--- src/rtl/prbs_dac_shaper.sv ---
// Maps the PRBS chip stream to slew-limited bipolar DAC samples on an AXI-Stream
// master, with burst framing: ramp back to mid-scale after each burst, then report.
module prbs_dac_shaper #(
   parameter int DATA_W = 14,
   parameter int AXIS_W = 16,
   parameter int CNT_W  = 16
) (
   input  logic              clk,
   input  logic              srst,
   input  logic              chip_i,
   input  logic              busy_i,
   input  logic [DATA_W-1:0] amp_i,
   input  logic [7:0]        step_i,
   output logic [AXIS_W-1:0] m_axis_tdata,
   output logic              m_axis_tvalid,
   input  logic              m_axis_tready,
   output logic              active_o,
   output logic              burst_done_o,
   output logic [CNT_W-1:0]  burst_cnt_o
);

   typedef enum logic [1:0] {ST_IDLE, ST_ACTIVE, ST_TAIL} state_t;

   localparam logic [DATA_W-1:0] AMP_MAX = {1'b0, {(DATA_W-1){1'b1}}};

   state_t                    state_q, state_d;
   logic                      active_q, active_d;
   logic signed [DATA_W-1:0]  lvl_q, lvl_d;
   logic [DATA_W-1:0]         amp_lat_q, amp_lat_d;
   logic                      tvalid_q;
   logic [AXIS_W-1:0]         tdata_q, tdata_d;
   logic                      done_pend_q, done_pend_d;
   logic                      burst_done_q, burst_done_d;
   logic [CNT_W-1:0]          burst_cnt_q, burst_cnt_d;

   logic                      xfer;
   logic [DATA_W-1:0]         amp_sat;
   logic [DATA_W-1:0]         amp_eff;
   logic signed [DATA_W-1:0]  target;
   logic signed [DATA_W:0]    diff;
   logic [DATA_W:0]           diff_mag;
   logic [DATA_W:0]           step_ext;
   logic signed [DATA_W-1:0]  step_s;
   logic [AXIS_W-1:0]         lvl_ext;

   assign lvl_ext[DATA_W-1:0] = lvl_q;
   for (genvar gi = DATA_W; gi < AXIS_W; gi++) begin : g_sext
      assign lvl_ext[gi] = lvl_q[DATA_W-1];
   end

   assign step_ext = {{(DATA_W-7){1'b0}}, step_i};
   assign step_s   = {{(DATA_W-8){1'b0}}, step_i};

   always_comb begin
      state_d      = state_q;
      amp_lat_d    = amp_lat_q;
      lvl_d        = lvl_q;
      tdata_d      = tdata_q;
      done_pend_d  = 1'b0;
      burst_done_d = done_pend_q;
      burst_cnt_d  = burst_cnt_q;
      target       = '0;

      xfer    = tvalid_q & m_axis_tready;
      amp_sat = (amp_i > AMP_MAX) ? AMP_MAX : amp_i;
      // Entering ACTIVE uses the freshly latched amplitude on the same edge.
      amp_eff = (state_q == ST_ACTIVE) ? amp_lat_q : amp_sat;

      if (busy_i && state_q != ST_ACTIVE) begin
         amp_lat_d = amp_sat;
      end
      if (busy_i) begin
         target = chip_i ? $signed(amp_eff) : -$signed(amp_eff);
      end

      diff     = {target[DATA_W-1], target} - {lvl_q[DATA_W-1], lvl_q};
      diff_mag = diff[DATA_W] ? -diff : diff;

      if (xfer) begin
         tdata_d = lvl_ext;
         if (step_i == 8'd0 || diff_mag <= step_ext) begin
            lvl_d = target;
         end else if (diff[DATA_W]) begin
            lvl_d = lvl_q - step_s;
         end else begin
            lvl_d = lvl_q + step_s;
         end
      end

      case (state_q)
         ST_IDLE: begin
            if (busy_i) state_d = ST_ACTIVE;
         end
         ST_ACTIVE: begin
            if (!busy_i) state_d = ST_TAIL;
         end
         ST_TAIL: begin
            if (busy_i) begin
               state_d = ST_ACTIVE;
            end else if (xfer && lvl_d == '0) begin
               state_d     = ST_IDLE;
               done_pend_d = 1'b1;
            end
         end
         default: state_d = ST_IDLE;
      endcase

      // Pulse is delayed one stage so it lines up with tdata reaching zero.
      if (done_pend_q) begin
         burst_cnt_d = burst_cnt_q + 1'b1;
      end

      active_d = (state_d != ST_IDLE);
   end

   always_ff @(posedge clk) begin
      if (srst) begin
         state_q      <= ST_IDLE;
         active_q     <= 1'b0;
         lvl_q        <= '0;
         amp_lat_q    <= '0;
         tvalid_q     <= 1'b0;
         tdata_q      <= '0;
         done_pend_q  <= 1'b0;
         burst_done_q <= 1'b0;
         burst_cnt_q  <= '0;
      end else begin
         state_q      <= state_d;
         active_q     <= active_d;
         lvl_q        <= lvl_d;
         amp_lat_q    <= amp_lat_d;
         tvalid_q     <= 1'b1;
         tdata_q      <= tdata_d;
         done_pend_q  <= done_pend_d;
         burst_done_q <= burst_done_d;
         burst_cnt_q  <= burst_cnt_d;
      end
   end

   assign m_axis_tdata  = tdata_q;
   assign m_axis_tvalid = tvalid_q;
   assign active_o      = active_q;
   assign burst_done_o  = burst_done_q;
   assign burst_cnt_o   = burst_cnt_q;

endmodule

--- config.mk ---
export PLATFORM = sky130hd
export DESIGN_NAME = prbs_dac_shaper
export DESIGN_NICKNAME = d
export VERILOG_FILES = /design/src/rtl/prbs_dac_shaper.sv
export SDC_FILE = /design/constraint.sdc
export NUM_CORES = 1
export LEC_CHECK = 0
export CORE_UTILIZATION = 25
export CTS_BUF_LIST = sky130_fd_sc_hd__clkbuf_2
export DETAILED_ROUTE_END_ITERATION = 12
export GPL_TIMING_DRIVEN = 1
export SETUP_SLACK_MARGIN = 0.15
export SLEW_MARGIN = 20
export SYNTH_ARGS = -nofsm -noshare
export SYNTH_HDL_FRONTEND = slang
export SYNTH_SLANG_ARGS = --single-unit
--- constraint.sdc ---
create_clock -name clk -period 9.5 [get_ports clk]
set_input_delay 1.425 -clock clk [delete_from_list [all_inputs] [get_ports clk]]
set_output_delay 1.425 -clock clk [all_outputs]
set_load 0.01 [all_outputs]
Yosys cells after proc, flatten, opt, wreduce, memory -nomap -nowiden:

Cells that the tools add are included.

* register bits after elaboration: 64
* input port bits: 27
* logic and storage cells: 45

* eq/ne operators: 3
* $lt $le $gt $ge: 2
* reductions and logical operators: 8
* muxes and demuxes: 15
* bitwise operators: 2
* $add $sub $neg: 6

Operators by type and width (number)
* 2-to-1 mux 14 bit: 7
* adder 16 x 1 -> 16 bit (second input constant): 1
* <= comparator 15 x 8 -> 1 bit: 1
* 2-to-1 mux 15 bit: 1
* negator 15 bit: 1
* subtractor 14 x 14 -> 15 bit: 1
* adder 14 x 9 -> 14 bit: 1
* > comparator 14 x 13 -> 1 bit (second input constant): 1
* logical NOT 14 bit: 1
* negator 14 bit: 1
* subtractor 14 x 9 -> 14 bit: 1
* logical NOT 8 bit: 1
* 2-to-1 mux 2 bit: 4
* one-hot mux 2 bit (3 select lines): 1
* OR reduction 3 bit: 1
* == test 2 x 1 -> 1 bit (second input constant): 1
* == test 2 bit (second input constant): 1
* logical AND 1 bit: 2
* logical NOT 2 bit: 1
* 2-to-1 mux 1 bit: 2
* inequality test 2 x 1 -> 1 bit (second input constant): 1
* nonzero test 2 bit: 1
* bitwise AND 1 bit: 1
* logical OR 1 bit: 1
* inverter 1 bit: 1

Longest topological paths before layout:

* word-level depth: 19
* gate-level depth with buffers: 36

Worst setup path before layout:

OpenSTA, ideal clock, no wires.

* path type: in2reg
* start point: in amp_i[13]
* end point: reg state_q[1]
* arrival: 6.951 ns
* cell stages on the path: 31
* path slack: 2.435 ns
* required time: 9.386 ns
* path through: clkbuf_1 > nor2_1 > a21oi_1 > inv_1 > ha_1 > a21oi_1 > xnor2_1 > and2_1 > ha_1 > buf_6 > a21o_1 > a221oi_1 > nor3_1 > o21ai_1 > clkinv_1 > o21ai_0 > inv_1 > ha_1 > nor2b_1 > o21ai_0 > a21boi_0 > o211ai_1 > a31oi_1 > a21o_1 > a21oi_1 > xnor2_1 > o2111ai_1 > o21a_1 > o2bb2ai_1 > nand4_1 > a21o_1

* cells in the longest elaborated chain, start to end: 18
* elaborated cells on any way between the ends: 19
* classes of those cells: 3 x add/sub; 2 x order compare; 11 x mux; 3 x reduce/logical

RTL lines
* start, declared: RTL line 12 `input logic [DATA_W-1:0] amp_i,`
* > comparator 14 x 13 -> 1 bit: RTL line 65 `amp_sat = (amp_i > AMP_MAX) ? AMP_MAX : amp_i;`
* 2-to-1 mux 14 bit (*): RTL line 65
* 2-to-1 mux 14 bit (*): RTL line 67 `amp_eff = (state_q == ST_ACTIVE) ? amp_lat_q : amp_sat;`
* negator 14 bit: RTL line 73 `target = chip_i ? $signed(amp_eff) : -$signed(amp_eff);`
* 2-to-1 mux 14 bit (*): RTL line 73
* 2-to-1 mux 14 bit (*): RTL line 72 `if (busy_i) begin`
* subtractor 14 x 14 -> 15 bit: RTL line 76 `diff = {target[DATA_W-1], target} - {lvl_q[DATA_W-1], lvl_q};`
* negator 15 bit: RTL line 77 `diff_mag = diff[DATA_W] ? -diff : diff;`
* (+2 left out)
* logical OR 1 bit: RTL line 81 `if (step_i == 8'd0 || diff_mag <= step_ext) begin`
* 2-to-1 mux 14 bit (*): RTL line 81
* 2-to-1 mux 14 bit (*): RTL line 79 `if (xfer) begin`
* logical NOT 14 bit (*): RTL line 100 `end else if (xfer && lvl_d == '0) begin`
* logical AND 1 bit (*): RTL line 100
* 2-to-1 mux 2 bit (*): RTL line 100
* 2-to-1 mux 2 bit (*): RTL line 98 `if (busy_i) begin`
* one-hot mux 2 bit (3 select lines) (*): RTL line 90 `case (state_q)`
* end signal, assigned: RTL line 128 `state_q <= state_d;`
* end, declared: RTL line 26 `state_t state_q, state_d;`

Every way passes the cells marked *; elsewhere a longest branch is shown, timed or not.
A chain may end at the register's enable or synchronous reset.

Final worst setup path:

Ends and elaborated chain as after synthesis.

==> impl_metrics.json <==
{
  "synth_most_common_cell": "nor2_1",
  "syn_nets": 744,
  "drcViolationCount": 0,
  "worst_slew_pin_slew_ps": 949,
  "die_y_um": 145,
  "cts_htree_levels": 3,
  "dr.pass1.iters": 7,
  "synth_edf_count": 0,
  "worst_skew_pair.late_latency_ps": 520,
  "fillers": 2130,
  "tritoncts.num_buffers": 9,
  "synthTopCellsByArea": "dfxtp_1 (25%), ha_1 (9.8%), nor2_1 (6.5%)",
  "diodes": 0,
  "synthArstFlopShare_pct": 0,
  "ff2ff_setup_slack_ps": 2300,
  "fmax_ghz": 0.125,
  "switching_share_pct": 44.8,
  "worst_ep_required_time_ps": 9900,
  "numPortBuffers": 61,
  "ys_seq_area_share_pct": 25.1,
  "synth_top_area_share_pct": 25.1,
  "dpl.hpwl_um": 10600,
  "finalPower_mw": 1.09,
  "timing.rr.start": "state_q[1]",
  "critical_path_class": "input port to flip-flop",
  "clockPowerShare_pct": 14.9,
  "start_util_pct": 25.9,
  "p_int_mw": 0.601,
  "ir_worst_vdd_mv": 0.0499,
  "drive_gt1_share_pct": 4.84,
  "seq_area_um2": 1280,
  "setup_violations": 0,
  "postSynthAreaPerCell_um2": 7.56,
  "cts.repair.resized": 0,
  "finish.instance_area_um2": 6040,
  "multi_input_area_um2": 3540,
  "clock_path_buffers": 2,
  "io_pins": 62,
  "synth_common_cells": "nor2_1 (88), nand2_1 (74), dfxtp_1 (64)",
  "grt_pass1_vias": 4406,
  "synth.ff_latch_count": 64,
  "min_path_cells": 2,
  "cp-end-kind": "flip-flop",
  "slew_headroom_pct": 36.6,
  "seqPwrFrac_pct": 27.6,
  "p_leak_nw": 2.35,
  "cts_tree": "done",
  "cp.arrival_ps": 8390,
  "fp.dieArea_um2": 21000,
  "finish.utilization_pct": 30.6,
  "netlist-cell-type-count": 63,
  "drt_iter0_markers": 248,
  "cts_hold_buf": 0,
  "dr_total_vias": 4747,
  "comb_power_share_pct": 57.5,
  "cts_sinks": 64,
  "clkTransAtPathRegs_ps": 170,
  "vias_per_cell": 4.80,
  "ant_nets": 0,
  "ff2ff_path_depth": 29,
  "max_stage_delay_ps": 780,
  "fin_crit_sh_pct": 84.0,
  "fp-row-count": 51,
  "syn_inst": 675,
  "chipWidth_um": 145,
  "setup_tns_ps": 0,
  "grt_first_pass_wirelength_um": 22300,
  "grt_max_degree": 64,
  "p_sw_mw": 0.488,
  "routedWlPerCell_um": 13.8,
  "path_max_fanout": 16,
  "gr-total-overflow": 0,
  "status": "completed",
  "grt_setup_unrepaired": "false",
  "ys_warn_count": 0,
  "netlist_area_um2": 5100,
  "hold_path_class": "flip-flop to flip-flop",
  "dpl_cell_area_um2": 5930,
  "min_to": "m_axis_tdata[3]",
  "antenna_found_initial": 0,
  "cts_setup_buffers": 0,
  "hold_violations": 0,
  "skew_ps": 40.7,
  "gp_congestion": 0.884,
  "drv_cap": 0,
  "areaGrowthSynthToFinish_pct": 18.3,
  "root_buffer": "clkbuf_2",
  "fin_crit_ps": 7980,
  "r2r_end": "state_q[1]",
  "core_um2": 19700,
  "crit_path_start_kind": "input port",
  "globalRouteTotalUtil_pct": 13.5,
  "synth_flop_cell": "dfxtp_1",
  "powerDensity_nw_per_um2": 180,
  "drt-total-wl_um": 13700,
  "slowest_stage": "clkdlybuf4s50_1",
  "drv_slew": 0,
  "yosys.area.top_type": "dfxtp_1",
  "hp-start": "m_axis_tdata[3]",
  "startpoint": "amp_i[13]",
  "layout.nets": 787
}
[worst max-delay path: cells and delay by family]
kind / cells / cell delay [ps]
mux: 1 / 290
fa+ha+maj: 2 / 660
xor+xnor: 2 / 280
simple gates: 7 / 1190
compound gates: 14 / 3250
buf+inv: 4 / 1290
[layer usage]
metal	part of all wire, %	up-vias	global-route usage [%]
met2	44	103	21.2
met1	51	2188	18.9
met3	4.6	9	2.24
met4	0.83	0	3.55
met5	0	-	0
li1	-	2447	-
[worst max-delay path by stage]
stage | endpoint | slack, ps
3_5_place_dp | state_q[1] | 1070
4_1_cts | state_q[1] | 1640
6_report | state_q[1] | 1520
2_1_floorplan | state_q[1] | 2440
5_1_grt | state_q[1] | 960
3_3_place_gp | active_o | 1280
[cell families (layout without fill, tap and decap cells)]
logic type	count (synthesis)	after routing	share of synthesized area [%]
buffers and inverters	70	118	5.59
adder cells (fa/ha/maj)	42	42	10.6
flip-flops	64	64	25.1
XOR/XNOR	58	58	9.95
AO/OA/AOI/OAI	161	161	21.2
multiplexers	19	19	3.77
AND/OR/NAND/NOR	261	261	23.8
[power groups by stage]
stage	Sequential, mW	Combinational, mW	Clock, mW
final	0.301	0.626	0.162
after global routing	0.303	0.701	0.184
after CTS	0.301	0.623	0.172
after detailed placement	0.306	0.618	0
after global placement	0.306	0.618	0
after floorplan	0.301	0.478	0
[cell usage in the layout (no fill, tap or decap), types with 2 or more instances in the layout]
cell type        netlist  final
a211oi_1              28     28
a21o_1                 7      7
a21oi_1               51     51
a221o_1                2      2
a31oi_1                7      7
and2_1                18     18
and3_1                 8      8
and4_1                 4      4
buf_4                  4      5
clkbuf_2               0      9
clkdlybuf4s50_1        0     60
clkinv_1               1      3
clkinv_2               0      2
clkinvlp_4             0      2
dfxtp_1               64     64
fa_1                   2      2
ha_1                  40     40
inv_1                 35     35
mux2_2                 2      2
mux2i_1               17     17
nand2_1               74     74
nand2b_1               6      6
nand3_1               13     13
nand4_1                5      5
nor2_1                88     88
nor2b_1               10     10
nor3_1                18     18
nor3b_1                2      2
nor4_1                 4      4
o2111ai_1              4      4
o211ai_1               6      6
o21a_1                 4      4
o21ai_0               27     27
o21ai_1                2      2
o32ai_1                2      2
or2_2                  3      3
or3_1                  4      4
xnor2_1               34     34
xor2_1                24     24
[flip-flops by register name, summed over array words and instances, names as in the netlist]
register and count:
burst_cnt_o 16, lvl_q 14, burst_done_d 1, m_axis_tdata 14, amp_lat_q 14, state_q 2
burst_done_o 1, m_axis_tvalid 1, active_o 1
[area by class of cell]
cell class	count	area share, %
Clock buffer	9	0.746
Timing Repair Buffer	66	10.7
Multi-Input combinational cell	541	58.6
Tap cell	265	5.49
Inverter	36	2.24
Sequential cell	64	21.2
Clock inverter	7	1.04
[per-stage QoR]
| stage | hold WS [ps] | instances | setup slack, ps |
|---|---|---|---|
| 3_3_place_gp | 447 | 972 | 1280 |
| 6_report | 464 | 988 | 1520 |
| 5_1_grt | 489 | 988 | 964 |
| 2_1_floorplan | 445 | 675 | 2440 |
| 4_1_cts | 470 | 988 | 1640 |
| 3_5_place_dp | 447 | 972 | 1070 |
No activity file was read; power rests on OpenSTA's default activity.
